--- src/rtl/palette_fetch_arbiter.sv ---
// Palette fetch arbiter.
// Shares one 16-entry sprite palette LUT between NUM_REQ renderers.
// Arbitration is round-robin, and a winner may keep the LUT for up to
// BURST_LEN consecutive fetches. A two-stage pipeline returns the
// registered colour, the owning requester ID and a colour-key flag.
module palette_fetch_arbiter #(
  parameter int NUM_REQ   = 2,
  parameter int IDX_W     = 4,
  parameter int KEY_IDX   = 0,
  parameter int BURST_LEN = 4
) (
  input  logic                       Clk,
  input  logic                       Reset_n,
  input  logic [NUM_REQ-1:0]         req,
  input  logic [NUM_REQ*IDX_W-1:0]   idx,
  output logic [NUM_REQ-1:0]         gnt,
  output logic [IDX_W-1:0]           pal_index,
  input  logic [3:0]                 pal_red,
  input  logic [3:0]                 pal_green,
  input  logic [3:0]                 pal_blue,
  output logic                       rgb_valid,
  output logic [$clog2(NUM_REQ)-1:0] rgb_id,
  output logic [3:0]                 red,
  output logic [3:0]                 green,
  output logic [3:0]                 blue,
  output logic                       transparent
);

  localparam int              ID_W    = $clog2(NUM_REQ);
  localparam int              CNT_W   = $clog2(BURST_LEN + 1);
  localparam logic [ID_W-1:0] LAST_ID = ID_W'(NUM_REQ - 1);

  typedef enum logic {
    IDLE  = 1'b0,
    BURST = 1'b1
  } state_t;

  state_t           state, state_next;
  logic [ID_W-1:0]  owner, owner_next;
  logic [ID_W-1:0]  rr_ptr, rr_ptr_next;
  logic [CNT_W-1:0] burst_cnt, burst_cnt_next;

  logic [ID_W-1:0]  owner_inc;
  logic [ID_W-1:0]  scan_base;
  logic [ID_W-1:0]  scan_winner;
  logic             scan_found;
  logic             keep;
  logic             grant;
  logic [ID_W-1:0]  winner;
  logic [IDX_W-1:0] win_idx;

  logic             s1_valid;
  logic [ID_W-1:0]  s1_id;
  logic             s1_key;

  // The requester after the current owner, wrapping at NUM_REQ.
  assign owner_inc = (owner == LAST_ID) ? '0 : owner + 1'b1;

  // The owner keeps the LUT while it still asks and its burst has room.
  assign keep = (state == BURST) && req[owner] && (burst_cnt < CNT_W'(BURST_LEN));

  // A burst that ends arbitrates from owner+1; an idle arbiter starts at rr_ptr.
  assign scan_base = (state == BURST) ? owner_inc : rr_ptr;

  // Round-robin search: first set req at or after scan_base, wrapping.
  always_comb begin
    logic [ID_W:0] cand;
    // NOTE: every combinational output gets a default before any branch,
    // otherwise a path that skips the assignment infers a latch.
    cand        = '0;
    scan_found  = 1'b0;
    scan_winner = '0;
    for (int k = 0; k < NUM_REQ; k++) begin
      cand = {1'b0, scan_base} + (ID_W + 1)'(k);
      if (cand >= (ID_W + 1)'(NUM_REQ)) cand = cand - (ID_W + 1)'(NUM_REQ);
      if (!scan_found && req[cand[ID_W-1:0]]) begin
        scan_found  = 1'b1;
        scan_winner = cand[ID_W-1:0];
      end
    end
  end

  // Arbiter state register.
  always_ff @(posedge Clk or negedge Reset_n) begin
    if (!Reset_n) begin
      state     <= IDLE;
      owner     <= '0;
      rr_ptr    <= '0;
      burst_cnt <= '0;
    end else begin
      // NOTE: sequential state uses non-blocking assignments so every
      // register samples the pre-edge values, independent of block order.
      state     <= state_next;
      owner     <= owner_next;
      rr_ptr    <= rr_ptr_next;
      burst_cnt <= burst_cnt_next;
    end
  end

  // Next-state decision: continue the burst, or end it and re-arbitrate.
  always_comb begin
    state_next     = state;
    owner_next     = owner;
    rr_ptr_next    = rr_ptr;
    burst_cnt_next = burst_cnt;
    grant          = 1'b0;
    winner         = owner;
    if (keep) begin
      grant          = 1'b1;
      burst_cnt_next = burst_cnt + CNT_W'(1);
    end else begin
      if (state == BURST) rr_ptr_next = owner_inc;
      if (scan_found) begin
        grant          = 1'b1;
        winner         = scan_winner;
        owner_next     = scan_winner;
        burst_cnt_next = CNT_W'(1);
        state_next     = BURST;
      end else begin
        state_next     = IDLE;
        burst_cnt_next = '0;
      end
    end
  end

  // One-hot grant, forced low while reset is asserted.
  always_comb begin
    gnt = '0;
    if (Reset_n && grant) gnt[winner] = 1'b1;
  end

  // Select the winning requester's palette index.
  always_comb begin
    win_idx = '0;
    for (int i = 0; i < NUM_REQ; i++) begin
      if (winner == ID_W'(i)) win_idx = idx[i*IDX_W +: IDX_W];
    end
  end

  // Stage 1: launch the LUT index on the grant edge; hold it otherwise.
  always_ff @(posedge Clk or negedge Reset_n) begin
    if (!Reset_n) begin
      pal_index <= '0;
      s1_valid  <= 1'b0;
      s1_id     <= '0;
      s1_key    <= 1'b0;
    end else begin
      s1_valid <= grant;
      if (grant) begin
        pal_index <= win_idx;
        s1_id     <= winner;
        s1_key    <= (win_idx == IDX_W'(KEY_IDX));
      end
    end
  end

  // Stage 2: capture the LUT colour; colour, ID and key hold on bubbles.
  always_ff @(posedge Clk or negedge Reset_n) begin
    if (!Reset_n) begin
      rgb_valid   <= 1'b0;
      rgb_id      <= '0;
      red         <= '0;
      green       <= '0;
      blue        <= '0;
      transparent <= 1'b0;
    end else begin
      rgb_valid <= s1_valid;
      if (s1_valid) begin
        rgb_id      <= s1_id;
        red         <= pal_red;
        green       <= pal_green;
        blue        <= pal_blue;
        transparent <= s1_key;
      end
    end
  end

endmodule

--- config.mk ---
export PLATFORM = sky130hd
export DESIGN_NAME = palette_fetch_arbiter
export DESIGN_NICKNAME = d
export VERILOG_FILES = /design/src/rtl/palette_fetch_arbiter.sv
export SDC_FILE = /design/constraint.sdc
export NUM_CORES = 1
export LEC_CHECK = 0
export CAP_MARGIN = 20
export CORE_UTILIZATION = 46
export DETAILED_ROUTE_END_ITERATION = 16
export GPL_TIMING_DRIVEN = 0
export PLACE_DENSITY_LB_ADDON = 0.1
export SYNTH_ARGS = -nofsm -noshare
export SYNTH_HDL_FRONTEND = slang
export SYNTH_SLANG_ARGS = --single-unit
--- constraint.sdc ---
create_clock -name Clk -period 3.7 [get_ports Clk]
set_clock_uncertainty 0.2 [all_clocks]
set_input_delay 0.555 -clock Clk [delete_from_list [all_inputs] [get_ports Clk]]
set_output_delay 0.555 -clock Clk [all_outputs]
set_load 0.005 [all_outputs]
==> metrics.csv <==
stage;metric;value;unit
clocking;insertion_delay;330;ps
sta;fmax;0.314;GHz
clocking;cts_tree;yes;
global_route;grt_overflow_total;0;
logic_synthesis;ys_ff_latch;28;
worst_setup_path;end_kind;primary output;
sta;slew_headroom;69.9;%
sta;setup_viol;0;
worst_setup_path;arrival;2430;ps
outcome;status;completed;
routing;vias;901;
sta;rsz0062_at_grt;false;
finish;final_cell_mix;44 x clkdlybuf4s50_1, 28 x dfrtp_1, 14 x mux2_2;
sta;period_minus_slack;3180;ps
clocking;cts_hold_buf;0;
finish;fill_cells;176;
die;die_h;52.3;um
worst_setup_path;required;2940;ps
routing;drt_first_pass_iters;4;
min_path;hp-class;flip-flop to flip-flop;
routing;drt_wl_total;2320;um
placed_design;portBuffers;44;
logic_synthesis;synth_warnings;0;
die;design.core.area;2300;um^2
sta;fin_setup_tns;0;ps
logic_synthesis;synth_area_per_cell;11.9;um^2
clocking;cts-root-buf;clkbuf_4;
logic_synthesis;ys_types;21;
clocking;cts_made_buffers;3;
placed_design;gp_congestion;0.765;
finish;final_util;73.6;%
placed_design;dp_hpwl;1790;um
routing;viasPerCell;5.15;
clocking;cts.clk_slew.worst_paths;150;ps
run;maxCapViolCount;0;
placed_design;pre_cts_slack;542;ps
sta;worstMarginPinSlew;450;ps
worst_setup_path;crit_type;primary input to primary output;
global_route;antenna_found_initial;0;
worst_setup_path;start_kind;primary input;
sta;hold_violations;0;
clocking;clkSinkCount;28;
global_route;grt_pass1_vias;871;
logic_synthesis;syn-cell-area;1160;um^2
global_route;grt_util_all_layers;18.3;%
clocking;post_cts_buffers;0;
logic_synthesis;synth_nets;123;
sta;maxSlewViolCount;0;
clocking;cts_buffer_depth;2;
logic_synthesis;ys_seq_area_share;60.2;%
finish;final_cell_area;1690;um^2
routing;drt_iter0_drc;24;
finish;fin_nets;173;
routing;drc;0;
placed_design;placed_cell_area;1650;um^2
power;powerDensity;386;nW/um^2
logic_synthesis;synthCells;98;
finish;n_antenna_cell;0;
global_route;grt_pass1_wl;3600;um
die;rows;17;
routing;antenna_left;0;
die;ios;45;
finish;drive_gt1_share;15.0;%
die;start_util;50.7;%
finish;syn_to_final_growth;45.3;%
clocking;h-tree-depth;1;
power;ir_worst_vdd;0.000215;V
clocking;cts_resized;0;
sta;holdWs;295;ps
routing;wl_per_cell;13.3;um
sta;fin_crit_sh;86.0;%
finish;mostFrequentLayoutCell;clkdlybuf4s50_1;
power;p_leak;0.725;nW
worst_setup_path;worst-path-max-fanout;6;
global_route;grt_max_degree;22;
sta;fin_ws;517;ps
die;die_w;52.3;um
die;dieArea;2730;um^2
## report_power, final
part           switching, W  leakage [nW]  internal [W]
Sequential        0.0000192         0.330      0.000338
Combinational     0.0000522         0.374     0.0000930
Clock             0.0000898        0.0210     0.0000602
Total              0.000161         0.725      0.000491
## area by class of cell
| type | instances | area [um^2] | share of cell area, % |
|---|---|---|---|
| flip-flops and latches | 28 | 701 | 41.5 |
| inverters | 6 | 22.5 | 1.33 |
| clock buffers | 4 | 36.3 | 2.15 |
| well taps | 28 | 35.0 | 2.07 |
| multi-input cells | 62 | 432 | 25.5 |
| plain buffers | 2 | 8.76 | 0.518 |
| repair buffers | 45 | 455 | 26.9 |
## synthesized netlist by cell type
| library cell | n | area (um^2) |
|---|---|---|
| a211oi_1 | 1 | 7.51 |
| a211oi_2 | 1 | 12.5 |
| a21oi_1 | 7 | 35.0 |
| a221o_1 | 2 | 20.0 |
| and2_0 | 1 | 6.26 |
| and2_1 | 2 | 12.5 |
| buf_2 | 1 | 5.00 |
| clkbuf_1 | 1 | 3.75 |
| dfrtp_1 | 28 | 701 |
| ha_1 | 1 | 12.5 |
| inv_1 | 6 | 22.5 |
| mux2_2 | 14 | 158 |
| nand2_1 | 4 | 15.0 |
| nand2b_1 | 3 | 18.8 |
| nor2_1 | 9 | 33.8 |
| nor2b_1 | 1 | 6.26 |
| nor4_1 | 1 | 6.26 |
| o21ai_0 | 11 | 55.1 |
| or2_4 | 1 | 8.76 |
| or4_1 | 2 | 15.0 |
| xor2_1 | 1 | 8.76 |
## routing by layer
metal / wire length (um) / GRT usage [%]
met5: 0 / 0
met4: 8 / 9.65
met3: 112 / 3.19
met2: 1210 / 29.5
met1: 995 / 23.4
## state kept, by name (all words and copies together), names as in the netlist
name,flops
s1_key,1
rgb_valid,1
blue,4
state,1
s1_valid,1
green,4
owner,1
rr_ptr,1
burst_cnt,3
pal_index,4
transparent,1
red,4
s1_id,1
rgb_id,1
## critical path, cell delays in order
cell             delay [ps]
clkdlybuf4s50_1         540
inv_1                   100
a21oi_1                 370
or2_4                   220
inv_1                    50
nor2_1                   90
clkdlybuf4s50_1         500
## stage by stage
step                      power (W)  instances
after detailed placement   0.000511        171
after floorplan            0.000417         98
after global placement     0.000503        170
after CTS                  0.000660        175
after global routing       0.000687        175
final                      0.000652        175
## kinds of logic (layout without fill, tap and decap cells)
family | after synthesis | count (layout) | share of synthesized area (%)
flops | 28 | 28 | 60.2
xor+xnor | 1 | 1 | 0.753
fa+ha+maj | 1 | 1 | 1.08
compound gates | 22 | 22 | 11.2
mux | 14 | 14 | 13.5
buf+inv | 8 | 57 | 2.69
simple gates | 24 | 24 | 10.5
## worst paths after layout
path,from,end,slack [ps],cells after the start
worst max-delay path,req[0],gnt[0],520,7
worst min-delay path,s1_id$_DFFE_PN0N_,s1_id$_DFFE_PN0N_,290,2
worst max register to register,burst_cnt[2]$_DFF_PN0_,s1_key$_DFFE_PN0N_,2000,4
worst min register to register,s1_id$_DFFE_PN0N_,s1_id$_DFFE_PN0N_,290,2
max in group asynchronous,Reset_n,red[0]$_DFFE_PN0P_,2490,2
min in group asynchronous,Reset_n,burst_cnt[2]$_DFF_PN0_,320,1
(Power assumes the default switching activity.)
